### src/rtl/fb_lock_selector_pkg.sv
`default_nettype none
// ============================================================================
// Module      : fb_lock_selector_pkg
// Description : Shared types and constants for the feedback lock selector:
//               the selector state encoding, the fault counter width and a
//               helper that sizes counters from their largest value.
// Revision    : 1.0 - initial release
// ============================================================================
package fb_lock_selector_pkg;

  // Selector states: open-loop generator, locked to feedback, output blanking
  typedef enum logic [1:0] {
    GEN  = 2'd0,
    FB   = 2'd1,
    HOLD = 2'd2
  } state_e;

  localparam int FAULT_CNT_W = 8;

  // Bits needed to hold 0..max_val without wrapping (never less than one bit)
  function automatic int cnt_w(input int max_val);
    return (max_val < 1) ? 1 : $clog2(max_val + 1);
  endfunction

endpackage
`default_nettype wire

### src/rtl/fb_lock_selector_edge_det_n.sv
`default_nettype none
// ============================================================================
// Module      : edge_det_n
// Description : Falling-edge detector for an input that is already
//               synchronous to clk. One register holds the previous sample;
//               the fall output is combinational from the current sample, so
//               the only latency is that single register.
// Revision    : 1.0 - initial release
// ============================================================================
module edge_det_n (
  input  logic clk,
  input  logic rst_n,
  input  logic din,
  output logic fall
);

  logic prev_d;
  logic prev_q;

  // Next value of the previous-sample register is simply the current input
  always_comb begin
    prev_d = din;
  end

  // Previous-sample register, cleared by synchronous reset
  always_ff @(posedge clk) begin
    if (!rst_n) begin
      prev_q <= 1'b0;
    end else begin
      prev_q <= prev_d;
    end
  end

  assign fall = prev_q & ~din;

endmodule
`default_nettype wire

### src/rtl/fb_lock_selector.sv
`default_nettype none
// ============================================================================
// Module      : fb_lock_selector
// Description : Chooses between an open-loop generator drive (gen) and the
//               current-transformer feedback (fb). After enough generator
//               periods the output hands over to fb; loss of fb (timeout) or
//               repeated out-of-range fb periods (fault) drops back through a
//               blanking interval to the generator.
//               Build option: define SELECTOR_FAULT_CNT_EN to include the
//               saturating fault counter on fault_cnt; otherwise fault_cnt
//               is tied to zero.
// Revision    : 1.0 - initial release
// ============================================================================
module fb_lock_selector
  import fb_lock_selector_pkg::*;
#(
  parameter int CLK_MHZ           = 100,
  parameter int PERIODS_TO_SWITCH = 4,
  parameter int RESET_TIMEOUT_US  = 4,
  parameter int FB_PER_MIN        = 50,
  parameter int FB_PER_MAX        = 2000,
  parameter int BAD_PER_MAX       = 2,
  parameter int HOLDOFF_CYCLES    = 16
) (
  input  logic                   clk,
  input  logic                   rst_n,
  input  logic                   gen,
  input  logic                   fb,
  output logic                   out,
  output logic                   locked,
  output logic                   fault,
  output logic [FAULT_CNT_W-1:0] fault_cnt
);

  localparam int TIMEOUT_LIMIT = CLK_MHZ * RESET_TIMEOUT_US;

  localparam int TO_W = cnt_w(TIMEOUT_LIMIT - 1);
  localparam int PC_W = cnt_w(PERIODS_TO_SWITCH);
  localparam int PM_W = cnt_w(FB_PER_MAX + 1);
  localparam int BC_W = cnt_w(BAD_PER_MAX);
  localparam int HC_W = cnt_w(HOLDOFF_CYCLES - 1);

  localparam logic [TO_W-1:0] TO_RELOAD  = TO_W'(TIMEOUT_LIMIT - 1);
  localparam logic [PC_W-1:0] PER_SWITCH = PC_W'(PERIODS_TO_SWITCH);
  localparam logic [PM_W-1:0] PM_SAT     = PM_W'(FB_PER_MAX + 1);
  // Measured period is per_meas+1, so the valid window is compared directly
  // against per_meas shifted down by one.
  localparam logic [PM_W-1:0] PM_LO      = PM_W'(FB_PER_MIN - 1);
  localparam logic [PM_W-1:0] PM_HI      = PM_W'(FB_PER_MAX - 1);
  localparam logic [BC_W-1:0] BAD_LIM    = BC_W'(BAD_PER_MAX);
  localparam logic [HC_W-1:0] HOLD_LAST  = HC_W'(HOLDOFF_CYCLES - 1);

  logic gen_fall;
  logic fb_fall;

  state_e            state_d,       state_q;
  logic [PC_W-1:0]   per_cnt_d,     per_cnt_q;
  logic [TO_W-1:0]   timeout_cnt_d, timeout_cnt_q;
  logic [PM_W-1:0]   per_meas_d,    per_meas_q;
  logic [BC_W-1:0]   bad_cnt_d,     bad_cnt_q;
  logic [HC_W-1:0]   hold_cnt_d,    hold_cnt_q;
  logic              fault_d,       fault_q;

  logic              period_bad;
  logic              drop_timeout;
  logic              drop_fault;
  logic [BC_W-1:0]   bad_next;

  edge_det_n u_gen_edge (
    .clk   (clk),
    .rst_n (rst_n),
    .din   (gen),
    .fall  (gen_fall)
  );

  edge_det_n u_fb_edge (
    .clk   (clk),
    .rst_n (rst_n),
    .din   (fb),
    .fall  (fb_fall)
  );

  // Next-state and counter update for the selector FSM
  always_comb begin
    state_d       = state_q;
    per_cnt_d     = per_cnt_q;
    timeout_cnt_d = timeout_cnt_q;
    per_meas_d    = per_meas_q;
    bad_cnt_d     = bad_cnt_q;
    hold_cnt_d    = hold_cnt_q;
    fault_d       = 1'b0;
    period_bad    = (per_meas_q < PM_LO) || (per_meas_q > PM_HI);
    bad_next      = bad_cnt_q + 1'b1;
    drop_timeout  = 1'b0;
    drop_fault    = 1'b0;

    case (state_q)
      GEN: begin
        // Feedback counters sit at their entry values until fb takes over
        timeout_cnt_d = TO_RELOAD;
        per_meas_d    = '0;
        bad_cnt_d     = '0;
        if (gen_fall && (per_cnt_q != PER_SWITCH)) begin
          per_cnt_d = per_cnt_q + 1'b1;
        end
        if (fb_fall && (per_cnt_q == PER_SWITCH)) begin
          state_d = FB;
        end
      end

      FB: begin
        // fb high proves feedback is alive; low time runs the timeout down
        if (fb) begin
          timeout_cnt_d = TO_RELOAD;
        end else if (timeout_cnt_q != '0) begin
          timeout_cnt_d = timeout_cnt_q - 1'b1;
        end

        if (fb_fall) begin
          per_meas_d = '0;
        end else if (per_meas_q != PM_SAT) begin
          per_meas_d = per_meas_q + 1'b1;
        end

        if (fb_fall) begin
          if (period_bad) begin
            if (bad_next == BAD_LIM) begin
              drop_fault = 1'b1;
            end else begin
              bad_cnt_d = bad_next;
            end
          end else begin
            bad_cnt_d = '0;
          end
        end

        drop_timeout = (timeout_cnt_q == '0) && !gen;

        // Either cause enters HOLD once; only a period fault raises the pulse
        if (drop_timeout || drop_fault) begin
          state_d    = HOLD;
          hold_cnt_d = '0;
          bad_cnt_d  = '0;
        end
        fault_d = drop_fault;
      end

      HOLD: begin
        timeout_cnt_d = TO_RELOAD;
        per_meas_d    = '0;
        bad_cnt_d     = '0;
        if (hold_cnt_q == HOLD_LAST) begin
          state_d    = GEN;
          hold_cnt_d = '0;
          per_cnt_d  = '0;
        end else begin
          hold_cnt_d = hold_cnt_q + 1'b1;
        end
      end

      default: begin
        state_d = GEN;
      end
    endcase
  end

  // Selector state and counter registers
  always_ff @(posedge clk) begin
    if (!rst_n) begin
      state_q       <= GEN;
      per_cnt_q     <= '0;
      timeout_cnt_q <= TO_RELOAD;
      per_meas_q    <= '0;
      bad_cnt_q     <= '0;
      hold_cnt_q    <= '0;
      fault_q       <= 1'b0;
    end else begin
      state_q       <= state_d;
      per_cnt_q     <= per_cnt_d;
      timeout_cnt_q <= timeout_cnt_d;
      per_meas_q    <= per_meas_d;
      bad_cnt_q     <= bad_cnt_d;
      hold_cnt_q    <= hold_cnt_d;
      fault_q       <= fault_d;
    end
  end

  // Output mux: drive source follows the state, blanked during HOLD
  always_comb begin
    out = gen;
    case (state_q)
      FB:      out = fb;
      HOLD:    out = 1'b0;
      default: out = gen;
    endcase
  end

  assign locked = (state_q == FB);
  assign fault  = fault_q;

`ifdef SELECTOR_FAULT_CNT_EN
  logic [FAULT_CNT_W-1:0] fault_cnt_d;
  logic [FAULT_CNT_W-1:0] fault_cnt_q;

  // Count fault pulses, saturating; moves in step with the pulse itself
  always_comb begin
    fault_cnt_d = fault_cnt_q;
    if (fault_d && (fault_cnt_q != '1)) begin
      fault_cnt_d = fault_cnt_q + 1'b1;
    end
  end

  // Fault counter register, cleared only by reset
  always_ff @(posedge clk) begin
    if (!rst_n) begin
      fault_cnt_q <= '0;
    end else begin
      fault_cnt_q <= fault_cnt_d;
    end
  end

  assign fault_cnt = fault_cnt_q;
`else
  assign fault_cnt = '0;
`endif

endmodule
`default_nettype wire

### config.mk
export PLATFORM = sky130hd
export DESIGN_NAME = fb_lock_selector
export DESIGN_NICKNAME = d
export VERILOG_FILES = /design/src/rtl/fb_lock_selector_pkg.sv /design/src/rtl/fb_lock_selector_edge_det_n.sv /design/src/rtl/fb_lock_selector.sv
export SDC_FILE = /design/constraint.sdc
export NUM_CORES = 1
export LEC_CHECK = 0
export ABC_CLOCK_PERIOD_IN_PS = 2700
export CORE_UTILIZATION = 50
export DETAILED_ROUTE_END_ITERATION = 8
export PLACE_DENSITY = 0.67
export SLEW_MARGIN = 10
export SYNTH_ARGS = -nofsm -noshare
export SYNTH_HDL_FRONTEND = slang
export SYNTH_SLANG_ARGS = --single-unit
export TNS_END_PERCENT = 20
### constraint.sdc
create_clock -name clk -period 2.7 [get_ports clk]
set_input_delay 0.81 -clock clk [delete_from_list [all_inputs] [get_ports clk]]
set_output_delay 0.81 -clock clk [all_outputs]
set_load 0.02 [all_outputs]
# Word level (Yosys, flattened, before mapping)
# Index checks and enable logic that the tools add are counted.
[op_classes] n_shift=0 div=0 n_mux=26 n_lt_le_gt_ge=2 eq_ne=15 reduce_logical=20 mul=0 add_sub_neg=5 bitwise=4
[op_table] cell="$mux W11" count=2
[op_table] cell="$pmux W11 S2" count=1
[op_table] cell="$mux W9" count=2
[op_table] cell="$pmux W9 S2" count=1
[op_table] cell="$mux W2" count=7
[op_table] cell="$add A11 B1 Y11 const B" count=1
[op_table] cell="$gt A11 B11 Y1 const B" count=1
[op_table] cell="$lt A11 B6 Y1 const B" count=1
[op_table] cell="$ne A11 B11 Y1 const B" count=1
[op_table] cell="$logic_not A9 Y1" count=1
[op_table] cell="$reduce_and A3 Y1" count=3
[op_table] cell="$reduce_bool A9 Y1" count=1
[op_table] cell="$sub A9 B1 Y9 const B" count=1
[op_table] cell="$mux W4" count=2
[op_table] cell="$pmux W4 S2" count=1
[op_table] cell="$reduce_and A2 Y1" count=4
[op_table] cell="$mux W3" count=2
[op_table] cell="$ne A2 B2 Y1 const B" count=3
[op_table] cell="$ne A3 B1 Y1 const B" count=2
[op_table] cell="$pmux W2 S3" count=1
[op_table] cell="$pmux W3 S2" count=1
[op_table] cell="$reduce_bool A2 Y1" count=3
[op_table] cell="$add A4 B1 Y4 const B" count=1
[op_table] cell="$eq A2 B2 Y1 const B" count=2
[op_table] cell="19 further kinds" count=27
[word_totals] latch_bits=0 out_inout_bits=11 register_bits=34 romBits=0 ramBits=0 memories=0

# Depth between registers and ports, before layout
# Gate-level depths: netlist of run 1.
[depth] word_depth=9 ltp_mapped=8

# Modules after synthesis
# From an unflattened synthesis of run 1, not the netlist that was laid out.
[unflattened] cells_unflattened=233 area_unflattened_um2=1923.1
[modules_own_cells] module="fb_lock_selector" area_per_inst_um2=1850.5 seq_area_each_um2=640.6 n_inst=1 cells_each=227
[modules_own_cells] module="edge_det_n" area_per_inst_um2=36.3 seq_area_each_um2=20.0 n_inst=2 cells_each=3

# Least setup slack after synthesis of run 1
# No wires, ideal clock.
[synth_timing] kind="input-to-output" start="in gen" end="out out" path_buffers=0 arrival_time_ps=1387 path_stages=2 required_time_ps=1890 setup_slack_ps=503 path_cell_list="inv_1 o21ai_0"
[synth_via] elab_chain_len=1
[synth_rtl] item="from (decl)" line_no="fb_lock_selector.sv:27" text="input logic gen,"
[synth_rtl] item="$pmux W1 S2" line_no="fb_lock_selector.sv:191" text="case (state_q)"
[synth_rtl] item="to (decl)" line_no="fb_lock_selector.sv:29" text="output logic out,"
# No other way between the ends.

# Worst setup path in the final report of run 1
# Ends and elaborated chain as after synthesis.

==> out/metrics.sh, run 1 <==
RUN_STATUS='finished, final reports clean'
PATH_CLASS='in -> out'
COUNT_OF_FLIP_FLOPS_WITH_A_BUILT_IN_ENABLE_AFTER_SYNTHESIS=0
POWER_SWITCHING_uW=574
GROUTE.LAYER.MET2.USAGE_PCT=34.4
FINAL.SETUP.WORST_SLACK_NS=0.0382
ROUTE.ANTENNA.REMAINING_NETS=0
P_PER_AREA_mW_PER_MM2=698
DIODES=0
POWER.TOTAL_mW=1.54
DETAIL_ROUTE.ITER0.VIOLATIONS=115
NETLIST_TOP_CELLS_AREA='dfxtp_1 (35%), ha_1 (7.6%), nor2_1 (4.4%)'
ROWS=22
WORST_PIN_SLEW_NS=0.698
WORST_SLEW_MARGIN_REL_PCT=53.1
SYNTHTOLAYOUTAREAGROWTH_PCT=11.9
CLOCK_POWER_SHARE_PCT=22.8
FINAL_CORE_UTIL_PCT=59.3
WORSTPATHREQUIRED_NS=1.89
FILLCELL_TOTAL=348
STARTPOINT_TYPE='primary input'
YOSYS.CELL_TYPES.COUNT=43
ANTENNA_VIOLATIONS_BEFORE_REPAIR=0
IO_BUFFERS=6
SYNTH_COMMON_CELLS='dfxtp_1 (34), nor2_1 (23), nand2_1 (20)'
POSTSYNTHREGISTERBITS=34
PRE_CTS_SLACK_NS=-0.297
GLOBALROUTEOVERFLOWTOTAL=0
WORST_SETUP_PATH_END_KIND='primary output'
P_SW_SHARE_PCT=37.3
CLOCKROOTBUFFER='clkbuf_8'
INITIAL_UTILIZATION_PCT=53.0
SKEW_NS=0.00511
SHARE_OF_THE_SYNTHESIZED_AREA_IN_THE_TOP_CELL_TYPE_PCT=34.6
WORST_EP_ARRIVAL_NS=1.85
DESIGN.CORE.AREA_MM2=0.00372
CTS_MADE_BUFFERS=5
GROUTE.LAYER.MET3.USAGE_PCT=4.75
FIRST_GLOBAL_VIAS=1577
P_INT_uW=964
FIRST_PASS_GRT_WIRE_LENGTH_UM=7120
YS_ASYNC_SR_FRACTION_PCT=0
DIE-WIDTH_UM=64.7
POST_CTS_GATE_RESIZE_COUNT=2
REPORT.FINAL.SETUP_VIOL=0
GRT_SETUP_UNREPAIRED='no'
ROUTEDWLPERCELL_UM=12.7
PINS_OVER_SLEW_LIMIT=0
CTSHOLDBUFFERS=0
POWER.COMBINATIONAL.FRACTION_PCT=39.3
MET1_TRACK_UTILIZATION_FROM_GLOBAL_ROUTING_PCT=29.0
NETLIST_INSTANCES=240
GP_CONGESTION=0.804
HPWL_UM=2850
GR-USAGE-ALL-LAYERS_PCT=22.0
HOLDCRITPATHCLASS='reg -> reg'
HTREE_LEVELS=2
POST_DETAILED_ROUTE_DRC_MARKER_COUNT=0
WORSTPATHMAXFANOUT=2
TOP_FF_CELL_SYNTH='dfxtp_1'
ROUTED_WL_UM=3900
MAPPEDNETLISTAREA_MM2=0.00197
FINAL.PERIOD_UTILIZATION_PCT=98.6
SEQ_POWER_SHARE_PCT=37.9
MAXCAPVIOLATIONS=0
DETAILROUTE.VIA_COUNT=1665
DIE-AREA_MM2=0.00419
IR_DROP_uV=430
SYNTH-WARNING-COUNT=0
POSTCTSSETUPBUFFERS=0
I_O_PIN_CNT=15
TRITONCTS='yes'
POSTSYNTHAREAPERCELL_UM2=8.20
SHARE_OF_LAYOUT_CELLS_ABOVE_DRIVE_STRENGTH_1_PCT=9.65
VIA_PER_INST=5.42
HOLD_VIOL=0
GLOBALROUTE.BUSIESTLAYER='met2'
SYNTH_TOP_CELL_BY_AREA='dfxtp_1'
DETAILEDROUTE.FIRSTPASSITERATIONCOUNT=4
SYNTH_MOST_COMMON_CELL='dfxtp_1'
DIE_H_UM=64.7
MAX_CLOCK_FREQ_MHz=376
P_LEAK_nW=0.831
CLK_PIN_SLEW_WORST_PATHS_NS=0.06
MAXIMUM_NUMBER_OF_PINS_ON_ONE_NET_BEFORE_GLOBAL_ROUTE_REPAIR=15
YS_SEQ_AREA_SHARE_PCT=34.6
CLKLATENCYLATEPIN_NS=0.29
CLKSINKCOUNT=34
PERIOD_NEEDED_NS=2.66
FINAL_NET_COUNT=275
CTS_BUFFER_DEPTH=2
==> stage by stage <==
stage	std cells	setup TNS, ns	instance area (µm²)	hold WS [ns]
2_1_floorplan	247	0	1990	0.435
3_3_place_gp	300	-0.375	2130	0.460
3_5_place_dp	300	-0.638	2130	0.462
4_1_cts	307	0	2200	0.476
5_1_grt	307	0	2200	0.517
6_report	307	0	2200	0.481
==> state kept, by name, summed over array words and instances, names as in the netlist <==
signal / count
per_meas_q: 11
hold_cnt_q: 4
fault: 1
timeout_cnt_q: 9
u_fb_edge.prev_q: 1
u_gen_edge.prev_q: 1
per_cnt_q: 3
state_q: 2
bad_cnt_q: 2
==> kinds of logic after synthesis <==
group,after synthesis,share of synthesized area (%)
xor gates and xnor gates,14,6.23
AOI/OAI and AO/OA,52,17.9
muxes,1,0.509
and+or+nand+nor,97,25.7
buffers and inverters,29,7.25
other,1,0.191
adders and majority gates,12,7.63
DFF,34,34.6
==> final cells by class <==
| type | instances | area, µm² | area share (%) |
|---|---|---|---|
| multi-input combinational | 184 | 1170 | 53.2 |
| sequential | 34 | 681 | 30.9 |
| timing repair buffer | 19 | 158 | 7.16 |
| clock buffer | 7 | 76.3 | 3.47 |
| tap | 48 | 60.1 | 2.73 |
| inverter | 15 | 56.3 | 2.56 |
==> power by group through the flow <==
stage | logic, mW | registers [mW] | clock network [mW]
final | 0.605 | 0.583 | 0.350
after global routing | 0.693 | 0.588 | 0.392
after CTS | 0.607 | 0.582 | 0.362
after detailed placement | 0.609 | 0.593 | 0
after global placement | 0.603 | 0.593 | 0
after floorplan | 0.435 | 0.584 | 0
==> layout by cell type (no fill, tap or decap), types with 3 or more instances in the layout <==
master and count:
nor4_1 3, nand4_1 5, clkdlybuf4s50_1 5, clkbuf_8 5, nand2_1 20, inv_1 15
nand3_1 12, nor2_1 23, a211oi_1 7, ha_1 12, and2_1 3, o21ai_0 14
or4_1 3, conb_1 8, a31oi_1 4, or3_1 5, dfxtp_1 34, xnor2_1 8
buf_4 13, xor2_1 6, nor3_1 5, nor2b_1 3, a21oi_1 13, and3_1 3
==> layer usage <==
metal  routed length, µm  up-vias  part of all wire, %
met1                1990      746                   51
li1                    -      879                    -
met5                   0        -                    0
met2                1720       33                   44
met4                  65        0                  1.7
met3                 132        7                  3.4
==> worst max-delay path: stages <==
cell	delay, ns
clkdlybuf4s50_1	0.45
inv_1	0.04
o21ai_0	0.21
clkdlybuf4s15_1	0.34
==> path summary, 6_finish.rpt <==
path | start | end | slack, ns | cells after the start
max | gen | out | 0.04 | 4
min | per_cnt_q[1] | per_cnt_q[1] | 0.48 | 2
max reg2reg | per_meas_q[0] | hold_cnt_q[0] | 0.57 | 5
min reg2reg | per_cnt_q[1] | per_cnt_q[1] | 0.48 | 2
Note: power is estimated with default switching activity, not from simulation.
==> inputs of run 2 (changes only) <==
- SKIP_LAST_GASP: default -> 1
==> results of run 2 <==
Final layout, timing and power as in run 1 (identical DEF).
==> inputs of run 3 (changes only) <==
- ABC_CLOCK_PERIOD_IN_PS: 2700 -> default
==> results of run 3 <==
Final layout, timing and power as in run 1 (identical DEF).
